$ cat src/rtl/alu_pkg.sv
// Shared definitions for the multi-cycle EX-stage ALU: op codes, FSM states and
// the multi-cycle op classifier used by both the datapath and its bench.
package alu_pkg;

  localparam logic [3:0] OP_ADD   = 4'b0000;
  localparam logic [3:0] OP_AND   = 4'b0001;
  localparam logic [3:0] OP_SLL   = 4'b0010;
  localparam logic [3:0] OP_XOR   = 4'b0011;
  localparam logic [3:0] OP_SUB   = 4'b0100;
  localparam logic [3:0] OP_MUL   = 4'b0101;
  localparam logic [3:0] OP_SRA   = 4'b0110;
  localparam logic [3:0] OP_SRL   = 4'b0111;
  localparam logic [3:0] OP_OR    = 4'b1000;
  localparam logic [3:0] OP_SLT   = 4'b1001;
  localparam logic [3:0] OP_SLTU  = 4'b1010;
  localparam logic [3:0] OP_UNDEF = 4'b1011;
  localparam logic [3:0] OP_DIV   = 4'b1100;
  localparam logic [3:0] OP_DIVU  = 4'b1101;
  localparam logic [3:0] OP_REM   = 4'b1110;
  localparam logic [3:0] OP_REMU  = 4'b1111;

  typedef enum logic [1:0] {
    IDLE = 2'd0,
    BUSY = 2'd1,
    DONE = 2'd2
  } state_t;

  // Divide codes only take the iterative path when the divider is built.
  function automatic logic is_multicycle(input logic [3:0] op);
`ifdef ALU_MC_DIV_EN
    return (op == OP_MUL) || (op == OP_DIV) || (op == OP_DIVU) ||
           (op == OP_REM) || (op == OP_REMU);
`else
    return (op == OP_MUL);
`endif
  endfunction

endpackage

$ cat src/rtl/alu_iter_muldiv.sv
// Iterative engine: one WIDTH-cycle counter shared by a shift-add multiplier and,
// when ALU_MC_DIV_EN is defined, a restoring divider. done pulses with the final step.
module alu_iter_muldiv
  import alu_pkg::*;
#(
  parameter int WIDTH = 32
) (
  input  logic             clk,
  input  logic             rst_n,
  input  logic             abort,
  input  logic             start,
`ifdef ALU_MC_DIV_EN
  input  logic [3:0]       op,
`endif
  input  logic [WIDTH-1:0] a,
  input  logic [WIDTH-1:0] b,
  output logic             done,
  output logic [WIDTH-1:0] result
);

  localparam int CW = $clog2(WIDTH);

  logic             busy_q;
  logic [CW-1:0]    cnt_q;
  logic             last;
  logic [WIDTH-1:0] acc_q;
  logic [WIDTH-1:0] mcand_q;
  logic [WIDTH-1:0] mplier_q;
  logic [WIDTH-1:0] acc_nxt;

  assign last = busy_q && (cnt_q == CW'(WIDTH - 1));
  assign done = last;

  // The engine goes idle on its last step, so the counter never re-enters a run.
  always_ff @(posedge clk or negedge rst_n) begin
    if (!rst_n) begin
      busy_q <= 1'b0;
      cnt_q  <= '0;
    end else if (abort) begin
      busy_q <= 1'b0;
      cnt_q  <= '0;
    end else if (start) begin
      busy_q <= 1'b1;
      cnt_q  <= '0;
    end else if (busy_q) begin
      busy_q <= !last;
      cnt_q  <= last ? '0 : cnt_q + 1'b1;
    end
  end

  assign acc_nxt = mplier_q[0] ? acc_q + mcand_q : acc_q;

  always_ff @(posedge clk or negedge rst_n) begin
    if (!rst_n) begin
      acc_q    <= '0;
      mcand_q  <= '0;
      mplier_q <= '0;
    end else if (start) begin
      acc_q    <= '0;
      mcand_q  <= a;
      mplier_q <= b;
    end else if (busy_q) begin
      acc_q    <= acc_nxt;
      mcand_q  <= mcand_q << 1;
      mplier_q <= mplier_q >> 1;
    end
  end

`ifdef ALU_MC_DIV_EN
  logic             sgn;
  logic [WIDTH-1:0] a_mag;
  logic [WIDTH-1:0] b_mag;
  logic [WIDTH-1:0] rem_q;
  logic [WIDTH-1:0] quo_q;
  logic [WIDTH-1:0] dvsr_q;
  logic             is_div_q;
  logic             is_rem_q;
  logic             neg_quo_q;
  logic             neg_rem_q;
  logic             dz_q;
  logic [WIDTH:0]   r_sh;
  logic             ge;
  logic [WIDTH-1:0] rem_nxt;
  logic [WIDTH-1:0] quo_nxt;
  logic [WIDTH-1:0] quo_res;
  logic [WIDTH-1:0] rem_res;

  // Signed ops divide magnitudes and fix signs at the end; the remainder follows the dividend.
  assign sgn   = (op == OP_DIV) || (op == OP_REM);
  assign a_mag = (sgn && a[WIDTH-1]) ? -a : a;
  assign b_mag = (sgn && b[WIDTH-1]) ? -b : b;

  always_ff @(posedge clk or negedge rst_n) begin
    if (!rst_n) begin
      rem_q     <= '0;
      quo_q     <= '0;
      dvsr_q    <= '0;
      is_div_q  <= 1'b0;
      is_rem_q  <= 1'b0;
      neg_quo_q <= 1'b0;
      neg_rem_q <= 1'b0;
      dz_q      <= 1'b0;
    end else if (start) begin
      rem_q     <= '0;
      quo_q     <= a_mag;
      dvsr_q    <= b_mag;
      is_div_q  <= (op != OP_MUL);
      is_rem_q  <= (op == OP_REM) || (op == OP_REMU);
      neg_quo_q <= sgn && (a[WIDTH-1] ^ b[WIDTH-1]);
      neg_rem_q <= sgn && a[WIDTH-1];
      dz_q      <= (b == '0);
    end else if (busy_q) begin
      rem_q <= rem_nxt;
      quo_q <= quo_nxt;
    end
  end

  // A kept partial remainder is always below the divisor, so WIDTH bits suffice.
  always_comb begin
    r_sh    = {rem_q, quo_q[WIDTH-1]};
    ge      = (r_sh >= {1'b0, dvsr_q});
    rem_nxt = ge ? r_sh[WIDTH-1:0] - dvsr_q : r_sh[WIDTH-1:0];
    quo_nxt = {quo_q[WIDTH-2:0], ge};
    quo_res = dz_q ? '1 : (neg_quo_q ? -quo_nxt : quo_nxt);
    rem_res = neg_rem_q ? -rem_nxt : rem_nxt;
  end

  assign result = is_div_q ? (is_rem_q ? rem_res : quo_res) : acc_nxt;
`else
  assign result = acc_nxt;
`endif

endmodule

$ cat src/rtl/alu_mc.sv
// Multi-cycle EX-stage ALU with valid/ready handshakes on both sides and a
// registered zero flag. Defining ALU_MC_DIV_EN adds the iterative divide/remainder ops.
module alu_mc
  import alu_pkg::*;
#(
  parameter int WIDTH  = 32,
  parameter int CTRL_W = 4
) (
  input  logic              clk_i,
  input  logic              rst_i,
  input  logic              flush_i,
  input  logic              valid_i,
  output logic              ready_o,
  input  logic [WIDTH-1:0]  data1_i,
  input  logic [WIDTH-1:0]  data2_i,
  input  logic [CTRL_W-1:0] ALUCtrl_i,
  output logic              valid_o,
  input  logic              ready_i,
  output logic [WIDTH-1:0]  data_o,
  output logic              Zero_o
);

  localparam int SHW = $clog2(WIDTH);

  state_t           state_q;
  state_t           state_d;
  logic [WIDTH-1:0] data_q;
  logic [WIDTH-1:0] data_d;
  logic             zero_q;
  logic             load;
  logic             accept;
  logic             multi;
  logic             md_start;
  logic             md_done;
  logic [WIDTH-1:0] md_result;
  logic [WIDTH-1:0] alu_res;
  logic [SHW-1:0]   shamt;

  assign ready_o  = (state_q == IDLE) || ((state_q == DONE) && ready_i);
  assign accept   = valid_i && ready_o && !flush_i;
  assign multi    = is_multicycle(ALUCtrl_i);
  assign md_start = accept && multi;

  assign shamt = data2_i[SHW-1:0];

  always_comb begin
    alu_res = '0;
    case (ALUCtrl_i)
      OP_ADD:  alu_res = data1_i + data2_i;
      OP_AND:  alu_res = data1_i & data2_i;
      OP_SLL:  alu_res = data1_i << shamt;
      OP_XOR:  alu_res = data1_i ^ data2_i;
      OP_SUB:  alu_res = data1_i - data2_i;
      OP_SRA:  alu_res = WIDTH'($signed(data1_i) >>> shamt);
      OP_SRL:  alu_res = data1_i >> shamt;
      OP_OR:   alu_res = data1_i | data2_i;
      OP_SLT:  alu_res = {{(WIDTH-1){1'b0}}, $signed(data1_i) < $signed(data2_i)};
      OP_SLTU: alu_res = {{(WIDTH-1){1'b0}}, data1_i < data2_i};
      OP_MUL, OP_UNDEF, OP_DIV, OP_DIVU, OP_REM, OP_REMU: alu_res = '0;
      default: alu_res = '0;
    endcase
  end

  // A consumed result and a fresh acceptance can share a cycle, so DONE re-dispatches like IDLE.
  always_comb begin
    state_d = state_q;
    load    = 1'b0;
    data_d  = alu_res;
    if (flush_i) begin
      state_d = IDLE;
    end else begin
      case (state_q)
        IDLE, DONE: begin
          if (accept) begin
            state_d = multi ? BUSY : DONE;
            load    = !multi;
          end else if ((state_q == DONE) && ready_i) begin
            state_d = IDLE;
          end
        end
        BUSY: begin
          if (md_done) begin
            state_d = DONE;
            load    = 1'b1;
            data_d  = md_result;
          end
        end
        default: state_d = IDLE;
      endcase
    end
  end

  always_ff @(posedge clk_i or negedge rst_i) begin
    if (!rst_i) begin
      state_q <= IDLE;
      data_q  <= '0;
      zero_q  <= 1'b0;
    end else begin
      state_q <= state_d;
      if (load) begin
        data_q <= data_d;
        zero_q <= (data_d == '0);
      end
    end
  end

  assign valid_o = (state_q == DONE);
  assign data_o  = data_q;
  assign Zero_o  = zero_q;

  alu_iter_muldiv #(
    .WIDTH(WIDTH)
  ) u_muldiv (
    .clk   (clk_i),
    .rst_n (rst_i),
    .abort (flush_i),
    .start (md_start),
`ifdef ALU_MC_DIV_EN
    .op    (ALUCtrl_i),
`endif
    .a     (data1_i),
    .b     (data2_i),
    .done  (md_done),
    .result(md_result)
  );

endmodule
$ cat config.mk
export PLATFORM = sky130hd
export DESIGN_NAME = alu_mc
export DESIGN_NICKNAME = d
export VERILOG_FILES = /design/src/rtl/alu_pkg.sv /design/src/rtl/alu_iter_muldiv.sv /design/src/rtl/alu_mc.sv
export SDC_FILE = /design/constraint.sdc
export NUM_CORES = 1
export LEC_CHECK = 0
export CAP_MARGIN = 20
export CORE_ASPECT_RATIO = 0.8
export CORE_MARGIN = 1.5
export CORE_UTILIZATION = 30
export DETAILED_ROUTE_END_ITERATION = 16
export PLACE_DENSITY_LB_ADDON = 0.25
export REMOVE_ABC_BUFFERS = 1
export SLEW_MARGIN = 20
export SYNTH_ARGS = -nofsm -noshare
export SYNTH_HDL_FRONTEND = slang
export SYNTH_SLANG_ARGS = --single-unit
$ cat constraint.sdc
create_clock -name clk_i -period 11.2 [get_ports clk_i]
set_input_delay 2.24 -clock clk_i [delete_from_list [all_inputs] [get_ports clk_i]]
set_output_delay 2.24 -clock clk_i [all_outputs]
set_load 0.01 [all_outputs]
==> flow_summary.json <==
{
  "io_pins": 108,
  "die_h_um": 218,
  "finalHoldViolCount": 0,
  "gp_routability_congestion": 1.04,
  "floorplan.initialDensity_pct": 30.4,
  "synth_top_family_by_area": "compound AO/OA/AOI/OAI gates",
  "layout_commonest_cell": "nand2_1",
  "met1_usage_pct": 42.7,
  "worst-slew-pin-transition_ns": 1.14,
  "synthDominantCellAreaShare_pct": 19.8,
  "synth_cell_type_count": 90,
  "cpLargestDelayFamily": "compound AO/OA/AOI/OAI gates",
  "ys_seq_area_share_pct": 19.8,
  "tns_ns": 0,
  "clock_skew_ns": 0.0255,
  "drt-total-wl_um": 88700,
  "start_kind": "input port",
  "port_buffers": 107,
  "status": "finished, final reports clean",
  "grtUsageMet3_pct": 5.90,
  "synthMuxAreaShare_pct": 14.9,
  "ys_seq_elements": 137,
  "cts_root_buf": "clkbuf_16",
  "drt-initial-drc-count": 2216,
  "slew_viol_final": 0,
  "cts_hold_buf": 0,
  "dp_hpwl_um": 68900,
  "vdd_drop_max_mv": 0.112,
  "area_delta_synth_final_pct": 13.5,
  "top_usage_layer": "met2",
  "endpoint_kind": "flip-flop",
  "yosys_warnings": 0,
  "critical_path_arrival_ns": 7.86,
  "ant_nets": 0,
  "final_cell_mix": "nand2_1, o21ai_0, a21oi_1, nor2_1, dfrtp_1",
  "grt_pass1_vias": 17600,
  "synth_adder_area_share_pct": 9.76,
  "wl_per_cell_um": 29.5,
  "synthFlopType": "dfrtp_1",
  "core_area_um2": 56800,
  "drc": 0,
  "async_flop_share_pct": 100,
  "first_pass_iters": 8,
  "max_stage_delay_ns": 0.69,
  "final_nets": 2443,
  "grt_pass1_wl_um": 127000,
  "cts_setup_buffers": 0,
  "ys_top_cells_by_area": "dfrtp_1, ha_1, mux2i_1, nand2_1, mux4_2",
  "synth_compound_area_share_pct": 27.5,
  "drive_gt1_share_pct": 8.49,
  "cp_slowest_cell": "o41ai_1",
  "setup_violations": 0,
  "fin_ws_ns": 3.70,
  "clock-sinks": 137,
  "clk_path_buf_depth": 2,
  "synth-edff-count": 0,
  "viasPerCell": 6.21,
  "antenna_found_initial": 2,
  "fill_cells": 6089,
  "path_clk_slew_ns": 0.06,
  "cts_resized": 0,
  "period_share_pct": 67.0,
  "grt_max_degree": 79,
  "worstPathRequired_ns": 11.56,
  "crit_chain": "clkdlybuf4s50_1 > buf_4 > clkinv_1 > ha_1 > nand2_1 > o31ai_1 > a21boi_0 > o41ai_1 > a221oi_1 > xnor2_1 > a221oi_1 > a21oi_1 > nor4_1 > nand4_1 > o31ai_1",
  "powerDensity_nw_per_um2": 168,
  "h-tree-depth": 4,
  "final.min_clock_period_ns": 7.50,
  "use_met2_pct": 43.9,
  "overflow": 0,
  "netlist_instances": 2228,
  "rsz0062_at_grt": "no",
  "crit_path_max_fanout": 38,
  "route.vias.total": 18700,
  "globalRouteTotalUtil_pct": 29.5,
  "dieArea_um2": 59100,
  "insertion_delay_ns": 0.47,
  "syn-cell-area_um2": 17300,
  "relSlewSlack_pct": 23.7,
  "crit_type": "in -> reg",
  "hold_class": "reg -> reg",
  "synth-xor-area-share_pct": 2.38,
  "p_leak_nw": 7.82,
  "synth-simple-area-share_pct": 19.2,
  "syn_area_per_cell_um2": 7.76,
  "fmax_mhz": 133,
  "die_w_um": 271,
  "cp.buffers_inverters": 3,
  "place_ws_ns": 3.33,
  "synth_largest_area_cell": "dfrtp_1",
  "cts_tree": "built",
  "drv_cap": 0,
  "numCtsBuffers": 17,
  "rows": 78
}
-- cell families after synthesis --
group           Yosys count
buf+inv                 278
flops                   137
mux                     203
compound gates          720
fa+ha+maj               133
xor+xnor                 47
simple gates            710
-- worst min-delay path, delay by kind of cell, from the launching register on --
kind / cells / cell delay [ns]
AOI/OAI and AO/OA: 1 / 0.06
DFF: 1 / 0.34
and+or+nand+nor: 1 / 0.05
-- routing by layer --
metal,vias up,part of all wire (%)
met2,928,42
met3,142,8.2
met4,2,3.1
met1,9283,47
li1,8329,-
met5,-,0.015
-- flip-flops by register name (all words and copies together) (netlist names) --
signal	flops
data_o	32
u_muldiv.acc_q	32
u_muldiv.mcand_q	32
u_muldiv.mplier_q	32
u_muldiv.cnt_q	5
state_q	2
Zero_o	1
u_muldiv.busy_q	1
-- stage by stage --
stage / hold slack, ns / area [µm²] / power, mW / utilization (%) / cells
detailed placement: 0.475 / 19000 / 2.66 / 33.5 / 2977
CTS: 0.489 / 19600 / 3.28 / 34.5 / 3008
global placement: 0.467 / 19000 / 2.64 / 33.5 / 2977
finish: 0.480 / 19600 / 3.30 / 34.5 / 3010
global route: 0.525 / 19600 / 3.51 / 34.5 / 3009
floorplan: 0.500 / 16600 / 1.99 / - / 2066
-- worst paths after layout --
check | from | endpoint | slack, ns | cells after the start
max | data2_i[4] | Zero_o$_DFFE_PN0P_ | 3.70 | 15
min | data_o[17]$_DFFE_PN0P_ | data_o[17]$_DFFE_PN0P_ | 0.48 | 2
max reg2reg | u_muldiv.cnt_q[0]$_DFFE_PN0P_ | Zero_o$_DFFE_PN0P_ | 6.10 | 15
min reg2reg | data_o[17]$_DFFE_PN0P_ | data_o[17]$_DFFE_PN0P_ | 0.48 | 2
max in group asynchronous | rst_i | u_muldiv.acc_q[4]$_DFFE_PN0P_ | 7.93 | 2
min in group asynchronous | rst_i | u_muldiv.cnt_q[2]$_DFFE_PN0P_ | 1.79 | 1
-- final cells by class --
class                           count  area (µm²)  share of cell area [%]
Multi-Input combinational cell   1813       12800                    65.3
Tap cell                          760         951                    4.85
Timing Repair Buffer              152        1410                    7.16
Sequential cell                   137        3430                    17.5
Antenna cell                        1        2.50                  0.0128
Inverter                          116         435                    2.22
Clock buffer                       20         467                    2.38
Clock inverter                     11         121                   0.619
-- Yosys cell counts (7+ instances only) --
library cell	n
mux4_2	39
nor3_1	56
nand2b_1	14
a32oi_1	7
o31ai_1	27
a22oi_1	14
mux2_2	28
a211oi_1	47
a211o_1	16
nor4_1	22
buf_2	16
a31oi_1	25
o21ai_0	173
a2111oi_0	12
nand3_1	38
xnor2_1	34
inv_1	113
buf_1	19
or3_1	13
a21oi_1	162
o2111ai_1	12
o31a_1	7
clkbuf_1	120
o22ai_1	39
a221o_1	9
nand2_1	294
nor2_1	144
nand4_1	22
o21bai_1	16
dfrtp_1	137
xor2_1	13
mux2i_1	130
a21o_1	18
o211ai_1	23
nor3b_1	8
a221oi_1	19
or2_2	9
and3_1	15
o221ai_1	12
nor2b_1	28
ha_1	130
and2_1	15
-- power breakdown --
part / internal [mW] / switching, mW
Clock: 0.344 / 0.256
Combinational: 0.719 / 1.16
Sequential: 0.669 / 0.156
Note: power is estimated with default switching activity, not from simulation.
